File: config.mk
export PLATFORM = sky130hd
export DESIGN_NAME = gaussian_5x5_filter
export DESIGN_NICKNAME = d
export VERILOG_FILES = /design/src/rtl/gaussian_5x5_filter.sv
export SDC_FILE = /design/constraint.sdc
export NUM_CORES = 1
export LEC_CHECK = 0
export BUFFER_PORTS_ARGS = -buffer_cell sky130_fd_sc_hd__buf_2
export CELL_PAD_IN_SITES_DETAIL_PLACEMENT = 1
export CELL_PAD_IN_SITES_GLOBAL_PLACEMENT = 1
export CORE_MARGIN = 2
export CORE_UTILIZATION = 43
export CTS_CLUSTER_SIZE = 8
export DETAILED_ROUTE_END_ITERATION = 12
export MAX_ROUTING_LAYER = met4
export PLACE_DENSITY_LB_ADDON = 0.2
export SLEW_MARGIN = 5
export SYNTH_ARGS = -nofsm -noshare
export SYNTH_HDL_FRONTEND = slang
export SYNTH_SLANG_ARGS = --single-unit
File: constraint.sdc
create_clock -name clk -period 3.6 [get_ports clk]
set_clock_uncertainty 0.15 [all_clocks]
set_input_delay 0.36 -clock clk [delete_from_list [all_inputs] [get_ports clk]]
set_output_delay 0.36 -clock clk [all_outputs]
set_load 0.005 [all_outputs]
File: src/rtl/gaussian_5x5_filter.sv
// gaussian_5x5_filter
//
// Sliding 5x5 binomial blur. It takes one 5-pixel column per beat from the
// 5-row line buffer (col0 = oldest line, col4 = newest line). It emits one
// rounded pixel per interior position, tagged with the window-centre
// coordinates. The kernel is [1 4 6 4 1] x [1 4 6 4 1] / 256, applied
// separably: a vertical sum per column, then a horizontal sum over five
// column sums.
//
// Handshake: a beat transfers on a rising edge where valid_in & in_ready.
// An output pixel transfers on a rising edge where valid_out & out_ready.
// in_ready is combinationally out_ready. The whole pipeline advances only
// when out_ready is high. While out_ready is low every register holds, so a
// presented output stays stable until it is taken.
//
// Optional build macro GAUSS_BYPASS_EN adds a 'bypass' input. When bypass
// is set at the output stage, the unfiltered centre pixel is emitted instead
// of the blurred value. Latency, valid and tags are the same in both modes.
//
// Ports:
//   clk, rst_n        clock, asynchronous active-low reset
//   valid_in/in_ready column beat handshake
//   col0..col4        column pixels, top (oldest) to bottom (newest)
//   lb_valid          line buffer holds 4 complete lines
//   out_ready         downstream ready
//   valid_out         output pixel valid
//   pix_out           filtered pixel
//   x_out, y_out      centre column / row of pix_out
//   last_out          final pixel of the frame
//   bypass            (GAUSS_BYPASS_EN only) emit the raw centre pixel
module gaussian_5x5_filter #(
  parameter int DATA_WIDTH = 8,
  parameter int IMG_WIDTH  = 128,
  parameter int IMG_HEIGHT = 128
) (
  input  logic                          clk,
  input  logic                          rst_n,
  input  logic                          valid_in,
  output logic                          in_ready,
  input  logic [DATA_WIDTH-1:0]         col0,
  input  logic [DATA_WIDTH-1:0]         col1,
  input  logic [DATA_WIDTH-1:0]         col2,
  input  logic [DATA_WIDTH-1:0]         col3,
  input  logic [DATA_WIDTH-1:0]         col4,
  input  logic                          lb_valid,
  input  logic                          out_ready,
`ifdef GAUSS_BYPASS_EN
  input  logic                          bypass,
`endif
  output logic                          valid_out,
  output logic [DATA_WIDTH-1:0]         pix_out,
  output logic [$clog2(IMG_WIDTH)-1:0]  x_out,
  output logic [$clog2(IMG_HEIGHT)-1:0] y_out,
  output logic                          last_out
);

  localparam int XW = $clog2(IMG_WIDTH);
  localparam int YW = $clog2(IMG_HEIGHT);
  // Vertical sum of 16 * max pixel needs 4 extra bits.
  localparam int VW = DATA_WIDTH + 4;
  // Full 2-D sum of 256 * max pixel needs 8 extra bits.
  localparam int HW = DATA_WIDTH + 8;
  localparam logic [XW-1:0] COL_LAST = XW'(IMG_WIDTH - 1);
  localparam logic [YW-1:0] ROW_LAST = YW'(IMG_HEIGHT - 1);

  // [1 4 6 4 1] weighting with shifts only. No term can overflow the result
  // width because the weights sum to 16.
  function automatic logic [VW-1:0] vsum5(
    input logic [DATA_WIDTH-1:0] a, b, c, d, e);
    logic [VW-1:0] aa, bb, cc, dd, ee;
    aa = VW'(a); bb = VW'(b); cc = VW'(c); dd = VW'(d); ee = VW'(e);
    return aa + (bb << 2) + (cc << 2) + (cc << 1) + (dd << 2) + ee;
  endfunction

  function automatic logic [HW-1:0] hsum5(
    input logic [VW-1:0] a, b, c, d, e);
    logic [HW-1:0] aa, bb, cc, dd, ee;
    aa = HW'(a); bb = HW'(b); cc = HW'(c); dd = HW'(d); ee = HW'(e);
    return aa + (bb << 2) + (cc << 2) + (cc << 1) + (dd << 2) + ee;
  endfunction

  logic acc;
  logic en;

  assign in_ready = out_ready;
  assign en       = out_ready;
  assign acc      = valid_in & out_ready;

  // ---------------------------------------------------------------------
  // Raster position of the incoming column
  // ---------------------------------------------------------------------
  logic [XW-1:0] col_cnt;
  logic [YW-1:0] row_cnt;

  always_ff @(posedge clk or negedge rst_n) begin
    if (!rst_n) begin
      col_cnt <= '0;
      row_cnt <= '0;
    end else if (acc) begin
      if (col_cnt == COL_LAST) begin
        col_cnt <= '0;
        row_cnt <= (row_cnt == ROW_LAST) ? '0 : row_cnt + YW'(1);
      end else begin
        col_cnt <= col_cnt + XW'(1);
      end
    end
  end

  // ---------------------------------------------------------------------
  // Stage 1: vertical sums into a 5-column window (vwin[0] = oldest)
  // ---------------------------------------------------------------------
  logic [VW-1:0] vwin [5];
  logic          v1;
  logic [XW-1:0] x1;
  logic [YW-1:0] y1;
  logic          l1;

  always_ff @(posedge clk or negedge rst_n) begin
    if (!rst_n) begin
      for (int i = 0; i < 5; i++) vwin[i] <= '0;
      v1 <= 1'b0;
      x1 <= '0;
      y1 <= '0;
      l1 <= 1'b0;
    end else if (en) begin
      // A window is complete only once 4 columns of this row and 4 lines
      // of this frame precede the incoming beat. Earlier beats still fill
      // the window but produce no output, so there is no border padding.
      v1 <= acc & lb_valid & (col_cnt >= XW'(4)) & (row_cnt >= YW'(4));
      if (acc) begin
        for (int i = 0; i < 4; i++) vwin[i] <= vwin[i+1];
        vwin[4] <= vsum5(col0, col1, col2, col3, col4);
        x1      <= col_cnt - XW'(2);
        y1      <= row_cnt - YW'(2);
        l1      <= (col_cnt == COL_LAST) & (row_cnt == ROW_LAST);
      end
    end
  end

  // ---------------------------------------------------------------------
  // Stage 2: horizontal sum over the window
  // ---------------------------------------------------------------------
  logic [HW-1:0] hsum;
  logic          v2;
  logic [XW-1:0] x2;
  logic [YW-1:0] y2;
  logic          l2;

  always_ff @(posedge clk or negedge rst_n) begin
    if (!rst_n) begin
      hsum <= '0;
      v2   <= 1'b0;
      x2   <= '0;
      y2   <= '0;
      l2   <= 1'b0;
    end else if (en) begin
      hsum <= hsum5(vwin[0], vwin[1], vwin[2], vwin[3], vwin[4]);
      v2   <= v1;
      x2   <= x1;
      y2   <= y1;
      l2   <= l1;
    end
  end

  // ---------------------------------------------------------------------
  // Stage 3: round to nearest and divide by 256. The sum is at most
  // 256 * max pixel, so the rounded quotient always fits DATA_WIDTH.
  // ---------------------------------------------------------------------
  logic [HW-1:0]         rnd;
  logic [DATA_WIDTH-1:0] blur_pix;

  assign rnd      = hsum + HW'(128);
  assign blur_pix = rnd[HW-1:8];

`ifdef GAUSS_BYPASS_EN
  // Raw centre pixels travel alongside the sums. cwin[2] is the centre
  // column of the window that stage 2 is summing.
  logic [DATA_WIDTH-1:0] cwin [5];
  logic [DATA_WIDTH-1:0] c2_pix;

  always_ff @(posedge clk or negedge rst_n) begin
    if (!rst_n) begin
      for (int i = 0; i < 5; i++) cwin[i] <= '0;
      c2_pix <= '0;
    end else if (en) begin
      if (acc) begin
        for (int i = 0; i < 4; i++) cwin[i] <= cwin[i+1];
        cwin[4] <= col2;
      end
      c2_pix <= cwin[2];
    end
  end
`endif

  always_ff @(posedge clk or negedge rst_n) begin
    if (!rst_n) begin
      pix_out   <= '0;
      valid_out <= 1'b0;
      x_out     <= '0;
      y_out     <= '0;
      last_out  <= 1'b0;
    end else if (en) begin
`ifdef GAUSS_BYPASS_EN
      pix_out <= bypass ? c2_pix : blur_pix;
`else
      pix_out <= blur_pix;
`endif
      valid_out <= v2;
      x_out     <= x2;
      y_out     <= y2;
      last_out  <= l2;
    end
  end

endmodule

* Word level (Yosys, flattened, before mapping) *
Index checks and enable logic that the tools add are counted.

storage, ports and cells
  register bits after elaboration = 146
  output and inout port bits = 25
  logic and storage cells = 49

operators by class
  $add $sub $neg = 15
  magnitude comparators = 2
  equality and inequality tests = 2
  muxes and demuxes = 2
  bitwise operators = 5
  reduce and logical (&&, ||, !) cells = 2

operators by type and width
  cell                   number
  $add 15x14->16         1
  $add 16x12->16         1
  $add 16x13->16         1
  $add 16x14->16         1
  $add 16x8->16 const B  1
  $add 12x14->15         1
  $add 7x1->7 const B    2
  $eq 7x7->1 const B     2
  $ge 7x3->1 const B     2
  $mux 7                 2
  $sub 7x2->7 const B    2
  $add 11x10->12         1
  $add 12x10->12         1
  $add 12x8->12          1
  $add 12x9->12          1
  $add 8x10->11          1
  $and 1x1->1            5
  $reduce_and 2->1       2

* Depth between registers and ports, before layout *
Gate-level depths: netlist of run 1.

  word-level depth = 5
  mapped depth = 14
  gate-level depth less buffers = 14

* Worst setup path before layout of run 1 *
Ideal clock, no wire load.

  kind = reg-to-reg
  from = reg vwin[7] in the netlist's numbering
  to = reg hsum[10]
  library setup time = 120 ps
  arrival time = 3514 ps
  slack = -184 ps
  cell stages (with the launch flop) = 14
  path buffers = 0
  path through = dfrtp_1 -> inv_1 -> fa_1 -> inv_1 -> fa_1 -> inv_1 -> fa_1 -> inv_1 -> ha_1 -> a21o_1 -> a21o_1 -> a31o_1 -> a211o_1 -> a31o_1

on the way
  word-level cells in the longest chain between the ends = 1

RTL lines
  item                  line  RTL
  start, declared       112   logic [VW-1:0] vwin [5];
  $add 16x12->16        79    return aa + (bb << 2) + (cc << 2) + (cc << 1) + (dd << 2) + ee;
  end signal, assigned  157   hsum <= hsum5(vwin[0], vwin[1], vwin[2], vwin[3], vwin[4]);
  end, declared         143   logic [HW-1:0] hsum;

No other way between the ends.
A chain may end at the register's enable or synchronous reset.

* Worst setup path in the final report of run 1 *
  from = reg vwin[6] in the netlist's numbering
  to = reg hsum[15]

Same word-level chain as after synthesis.

==> metrics.yaml, run 1 <==
crit_path_end_kind: "register"
die_y_um: 144
synth.most_common_cell: "inv_1"
violations: "negative setup slack"
critPathKind: "register to register"
synth.top_cells.by_count: "inv_1 (185), dfrtp_1 (139), nand2_1 (112), fa_1 (73), o21ai_0 (70)"
fin_nets: 1132
synth_compound_area_share_pct: 8.42
synthAdderAreaFrac_pct: 22.8
area_delta_synth_final_pct: 21.9
die_w_um: 144
drt_iter0_markers: 172
port_buffers: 69
status: "complete, but fails checks"
synthesis.instances: 846
drc_errors: 0
synth_enable_flop_cells: 0
first_pass_iters: 4
drt_wl_total_um: 19000
fin_cells: 1255
clock_latency_ns: 0.44
final_area_um2: 10300
grt_usage_pct: 20.3
synth_mux_area_share_pct: 4.91
overflow: 0
h-tree-depth: 4
fmax_ghz: 0.264
drive_gt1_share_pct: 26.4
netlist_top_cells_area: "dfrtp_1 (41%), fa_1 (17%), inv_1 (8.2%)"
coreArea_um2: 19400
grt_pass1_wl_um: 31800
io_pins: 70
yosysWarnings: 0
syn_area_per_cell_um2: 9.99
place_area_um2: 9520
synth-xor-area-share_pct: 3.73
synthSimpleGateAreaFrac_pct: 9.35
syn_nets: 1001
drt-wirelength-per-cell_um: 15.1
worstPathArrival_ns: 4.01
postRouteAntennaNets: 0
grt_pass1_vias: 6533
ys.flop_type: "dfrtp_1"
critPathMaxFanout: 7
clkTransAtPathRegs_ns: 0.06
holdPathStages: 3
cts_root_buf: "clkbuf_16"
dp_hpwl_um: 13400
setup_viol_count_final: 9
synth_top_cell_by_area: "dfrtp_1"
clockBufferDepth: 2
report.final.slew_viol_count: 0
hold_violations: 0
seq_area_frac_synth_pct: 41.1
ys_ff_latch: 139
drv_cap: 0
cts_made_buffers: 17
min_path_type: "input pin to register"
viasPerCell: 4.76
antenna_found_initial: 0
fillers: 2244
rows: 51
diodes: 0
yosysTopAreaCellShare_pct: 41.1
rsz0062_at_grt: "yes"
worst_pin_slew_ns: 0.708
gp_congestion: 0.750
grt_max_degree: 72
finalCriticalPeriod_ns: 3.79
slew_headroom_pct: 52.8
critPathRequiredTime_ns: 3.82
dieArea_um2: 20800
reg2regPathDepth: 13
clock_sinks: 139
start_kind: "register"
postLayoutCoreUtil_pct: 53.1
initial_utilization_pct: 43.6
fin_crit_sh_pct: 105
synth_top_family_by_area: "adder cells"
cts_tree: "built"
netlist-cell-type-count: 44
dp_cells: 1206
postLayoutSetupSlackWorst_ns: -0.186
synth_area_um2: 8460
via_count: 5979
async_flop_share_pct: 100
[layout make-up]
cell class / instances / area (um2) / area share (%)
Inverter: 185 / 694 / 6.74
Clock inverter: 15 / 173 / 1.68
Clock buffer: 17 / 425 / 4.13
Sequential cell: 139 / 3480 / 33.8
Tap cell: 265 / 332 / 3.22
Timing Repair Buffer: 143 / 921 / 8.94
Multi-Input combinational cell: 491 / 4280 / 41.5
[metal layers]
metal | track usage (%) | part of all wire [%] | vias up
li1 | - | - | 2895
met1 | 24.5 | 45 | 3001
met2 | 35.3 | 52 | 59
met3 | 3.84 | 1.9 | 24
met4 | 5.16 | 1.3 | 0
met5 | - | 0 | -
[flip-flops by register name (all words and copies together), names as in the netlist]
signal,cells
x1,7
y2,7
last_out,1
hsum,9
pix_out,8
vwin,60
y_out,7
l1,1
v1,1
row_cnt,7
x2,7
x_out,7
valid_out,1
col_cnt,7
l2,1
v2,1
y1,7
[through the flow]
step | TNS (ns) | setup slack [ns] | hold WS [ns]
after floorplan | -0.0395 | -0.0395 | -0.0856
after global placement | -1.14 | -0.197 | 0.256
after detailed placement | -2.23 | -0.294 | 0.251
after CTS | -0.811 | -0.150 | 0.0290
after global routing | -2.50 | -0.351 | 0.0390
final | -1.16 | -0.186 | 0.0380
[cells in the final DEF, fill, tap and decap left out, types with 5 or more instances in the layout]
master     Yosys  final
buf_2          4     68
inv_1        185    155
nor3_1         9      9
nor2_1        30     30
nand3_1       13     13
nand4_1        6      6
buf_4          1     70
xor2_1        16     16
a21o_1         5      5
dfrtp_1      139    139
mux2_2        36     36
xnor2_1       20     20
inv_6          0      6
fa_1          73     72
a21oi_1       15     11
ha_1          37     30
clkbuf_16      0     17
o22ai_1        6      6
nand2_1      112    110
o21ai_0       70     70
ha_4           0      6
o211ai_1       6      6
inv_2          0     30
a31oi_1        5      5
[critical path: stages, from the launching register on]
cell	delay, ns
dfrtp_1	0.37
inv_2	0.06
fa_1	0.55
inv_2	0.04
fa_1	0.54
inv_2	0.04
fa_1	0.54
inv_2	0.05
ha_4	0.26
nand4_1	0.13
o22ai_4	0.22
a31oi_4	0.17
or4_1	0.49
nand3_1	0.09
[final timing paths]
kind,start,end,slack [ns]
setup / recovery,vwin[6],hsum[15],-0.19
hold / removal,lb_valid,v1,0.04
setup reg to reg,vwin[6],hsum[15],-0.19
hold reg to reg,l1,l1,0.33
max in group asynchronous,rst_n,vwin[28],2.09
min in group asynchronous,rst_n,vwin[12],0.32
[cells by family after synthesis]
kind of cell / Yosys count
fa+ha+maj: 110
flops: 139
mux: 37
simple gates: 186
buf+inv: 216
xor+xnor: 36
compound gates: 122
[what timing repair did]
item	in CTS	in global routing
buffers inserted	8	8
resized for setup	19	19
endpoints found under the setup margin	9	10
hold buffers	1	0
cloned	0	0
pin swaps	24	18
hold endpoints to repair	68	0
Power of run 1 is left out: the tool's default activity adds up to more than one toggle a clock period on the data nets, which glitch-free logic cannot reach.
==> run 2, diff against run 1 <==
- CELL_PAD_IN_SITES_DETAIL_PLACEMENT: 1 -> 0
- CELL_PAD_IN_SITES_GLOBAL_PLACEMENT: 1 -> 2
- CORE_UTILIZATION: 43 -> 35
- TNS_END_PERCENT: default -> 5
==> metrics.yaml, run 2 (synthesized netlist as in run 1, its figures left out) <==
finalCriticalPeriod_ns: 3.69  # was 3.79 ns
drt-wirelength-per-cell_um: 12.6  # was 15.1 um
die_y_um: 159  # was 144 um
slew_headroom_pct: 52.2  # was 52.8%
fmax_ghz: 0.271  # was 0.264 GHz
first_pass_iters: 4  # unchanged
area_delta_synth_final_pct: 22.0  # was 21.9%
violations: "negative setup slack"  # unchanged
start_kind: "register"  # unchanged
critPathSlowestCell: "fa_1"  # unchanged
grt_pass1_vias: 5942  # was 6533
critPathKind: "register to register"  # unchanged
grt_max_degree: 71  # was 72
met1_length_um: 8410  # was 8560 um
setup_viol_count_final: 5  # was 9
diodes: 0  # unchanged
clockBufferDepth: 2  # unchanged
postRouteAntennaNets: 0  # unchanged
viasPerCell: 4.32  # was 4.76
final_cell_mix: "inv_1 (167), dfrtp_1 (139), nand2_1 (111)"  # was inv_1 (155), dfrtp_1 (139), nand2_1 (110)
clkTransAtPathRegs_ns: 0.07  # was 0.06 ns
io_pins: 70  # unchanged
critPathMaxFanout: 7  # unchanged
rsz0062_at_grt: "yes"  # unchanged
die_w_um: 159  # was 144 um
initial_utilization_pct: 35.8  # was 43.6%
status: "complete, but fails checks"  # unchanged
dieArea_um2: 25400  # was 20800 um2
clock_sinks: 139  # unchanged
grt_pass1_wl_um: 29100  # was 31800 um
crit_path_end_kind: "register"  # unchanged
cts_root_buf: "clkbuf_16"  # unchanged
cts_tree: "built"  # unchanged
report.final.slew_viol_count: 0  # unchanged
max_stage_delay_ns: 0.53  # was 0.55 ns
coreArea_um2: 23600  # was 19400 um2
drt_wl_total_um: 16400  # was 19000 um
antenna_found_initial: 0  # unchanged
via_count: 5624  # was 5979
crit_top_cell: "fa_1"  # was inv_2
drv_cap: 0  # unchanged
clock_latency_ns: 0.43  # was 0.44 ns
drt_iter0_markers: 187  # was 172
largestRegisters: "vwin: 60 flops, hsum: 9 flops, pix_out: 8 flops"  # unchanged
h-tree-depth: 4  # unchanged
path_cells: "inv_2 -> fa_1 -> inv_1 -> fa_1 -> inv_1 -> fa_1 -> inv_2 -> ha_4 -> buf_4 -> a221o_1 -> a31oi_4 -> buf_6 -> nand4_1 -> nand3_1"  # was inv_2 -> fa_1 -> inv_2 -> fa_1 -> inv_2 -> fa_1 -> inv_2 -> ha_4 -> nand4_1 -> o22ai_4 -> a31oi_4 -> or4_1 -> nand3_1
postLayoutSetupSlackWorst_ns: -0.0917  # was -0.186 ns
critPathRequiredTime_ns: 3.81  # was 3.82 ns
hold_violations: 0  # unchanged
rrSetupSlack_ns: -0.09  # was -0.19 ns
drc_errors: 0  # unchanged
top_layer_used: "met4"  # unchanged
regMostFlops: "vwin"  # unchanged
dp_hpwl_um: 12300  # was 13400 um
grt_usage_pct: 14.5  # was 20.3%
worst_pin_slew_ns: 0.717  # was 0.708 ns
min_path_type: "input pin to register"  # unchanged
cts_made_buffers: 17  # unchanged
tns_ns: -0.309  # was -1.16 ns
worstPathArrival_ns: 3.90  # was 4.01 ns
port_buffers: 69  # unchanged
wl_met2_um: 7390  # was 9790 um
fin_crit_sh_pct: 103  # was 105%
drive_gt1_share_pct: 24.3  # was 26.4%
rows: 56  # was 51
wl_met3_um: 441  # was 367 um
overflow: 0  # unchanged
final_common_cell: "inv_1"  # unchanged
gp_congestion: 0.723  # was 0.750
largest_reg_flops: 60  # unchanged
fin_nets: 1124  # was 1132
[run 2: changes by cell type in the layout (fill, tap and decap cells not counted), moves of 2 or more]
| cell | change |
|---|---|
| ha_1 | +2 |
| inv_2 | -12 |
| clkinv_8 | +3 |
| buf_4 | -7 |
| inv_1 | +12 |
| buf_6 | -2 |
[run 2: path summary, 6_finish.rpt]
path | endpoint | from | cells past startpoint
worst max-delay path | hsum[15] | vwin[10] | 14
worst min-delay path | v1 | lb_valid | 3
worst max register to register | hsum[15] | vwin[10] | 14
worst min register to register | vwin[34] | vwin[22] | 2
max in group asynchronous | last_out | rst_n | 3
min in group asynchronous | vwin[24] | rst_n | 2
[run 2: critical path, delay by kind of cell (launching register included)]
family,cells,cell delay (ns)
buffers and inverters,6,0.47
AO/OA/AOI/OAI,2,0.63
adder cells (fa/ha/maj),4,1.81
AND/OR/NAND/NOR,2,0.20
flip-flops,1,0.36
[run 2: metal layers]
metal,vias up,global-route usage (%)
met3,15,2.94
met1,2660,19.7
met4,0,3.72
li1,2886,-
met5,-,-
met2,63,22.3
[run 2: repair_timing]
item / in CTS / in global routing
buffers inserted: 5 / 0
hold endpoints to repair: 68 / 0
endpoints found under the setup margin: 9 / 9
gates resized for setup: 23 / 3
hold buffers: 1 / 0
pin swaps: 27 / 3
[run 2: metrics by stage]
| stage | util [%] | worst slack [ns] | hold slack, ns | cell area [um2] | std cells |
|---|---|---|---|---|---|
| global route | 43.7 | -0.269 | 0.0701 | 10300 | 1301 |
| finish | 43.7 | -0.0917 | 0.0413 | 10300 | 1301 |
| floorplan | - | -0.0395 | -0.0856 | 8530 | 846 |
| detailed placement | 40.7 | -0.246 | 0.284 | 9620 | 1263 |
| global placement | 40.7 | -0.210 | 0.286 | 9620 | 1263 |
| CTS | 43.7 | -0.133 | 0.0218 | 10300 | 1301 |
[run 2: cell type report]
cell class / count / area, um2
repair buffers: 135 / 866
fillers: 2304 / 13300
multi-input cells: 491 / 4280
well taps: 319 / 399
clock buffers: 17 / 425
flip-flops and latches: 139 / 3480
inverters: 185 / 694
clock inverters: 15 / 175
Power of run 2 is left out for the same reason.
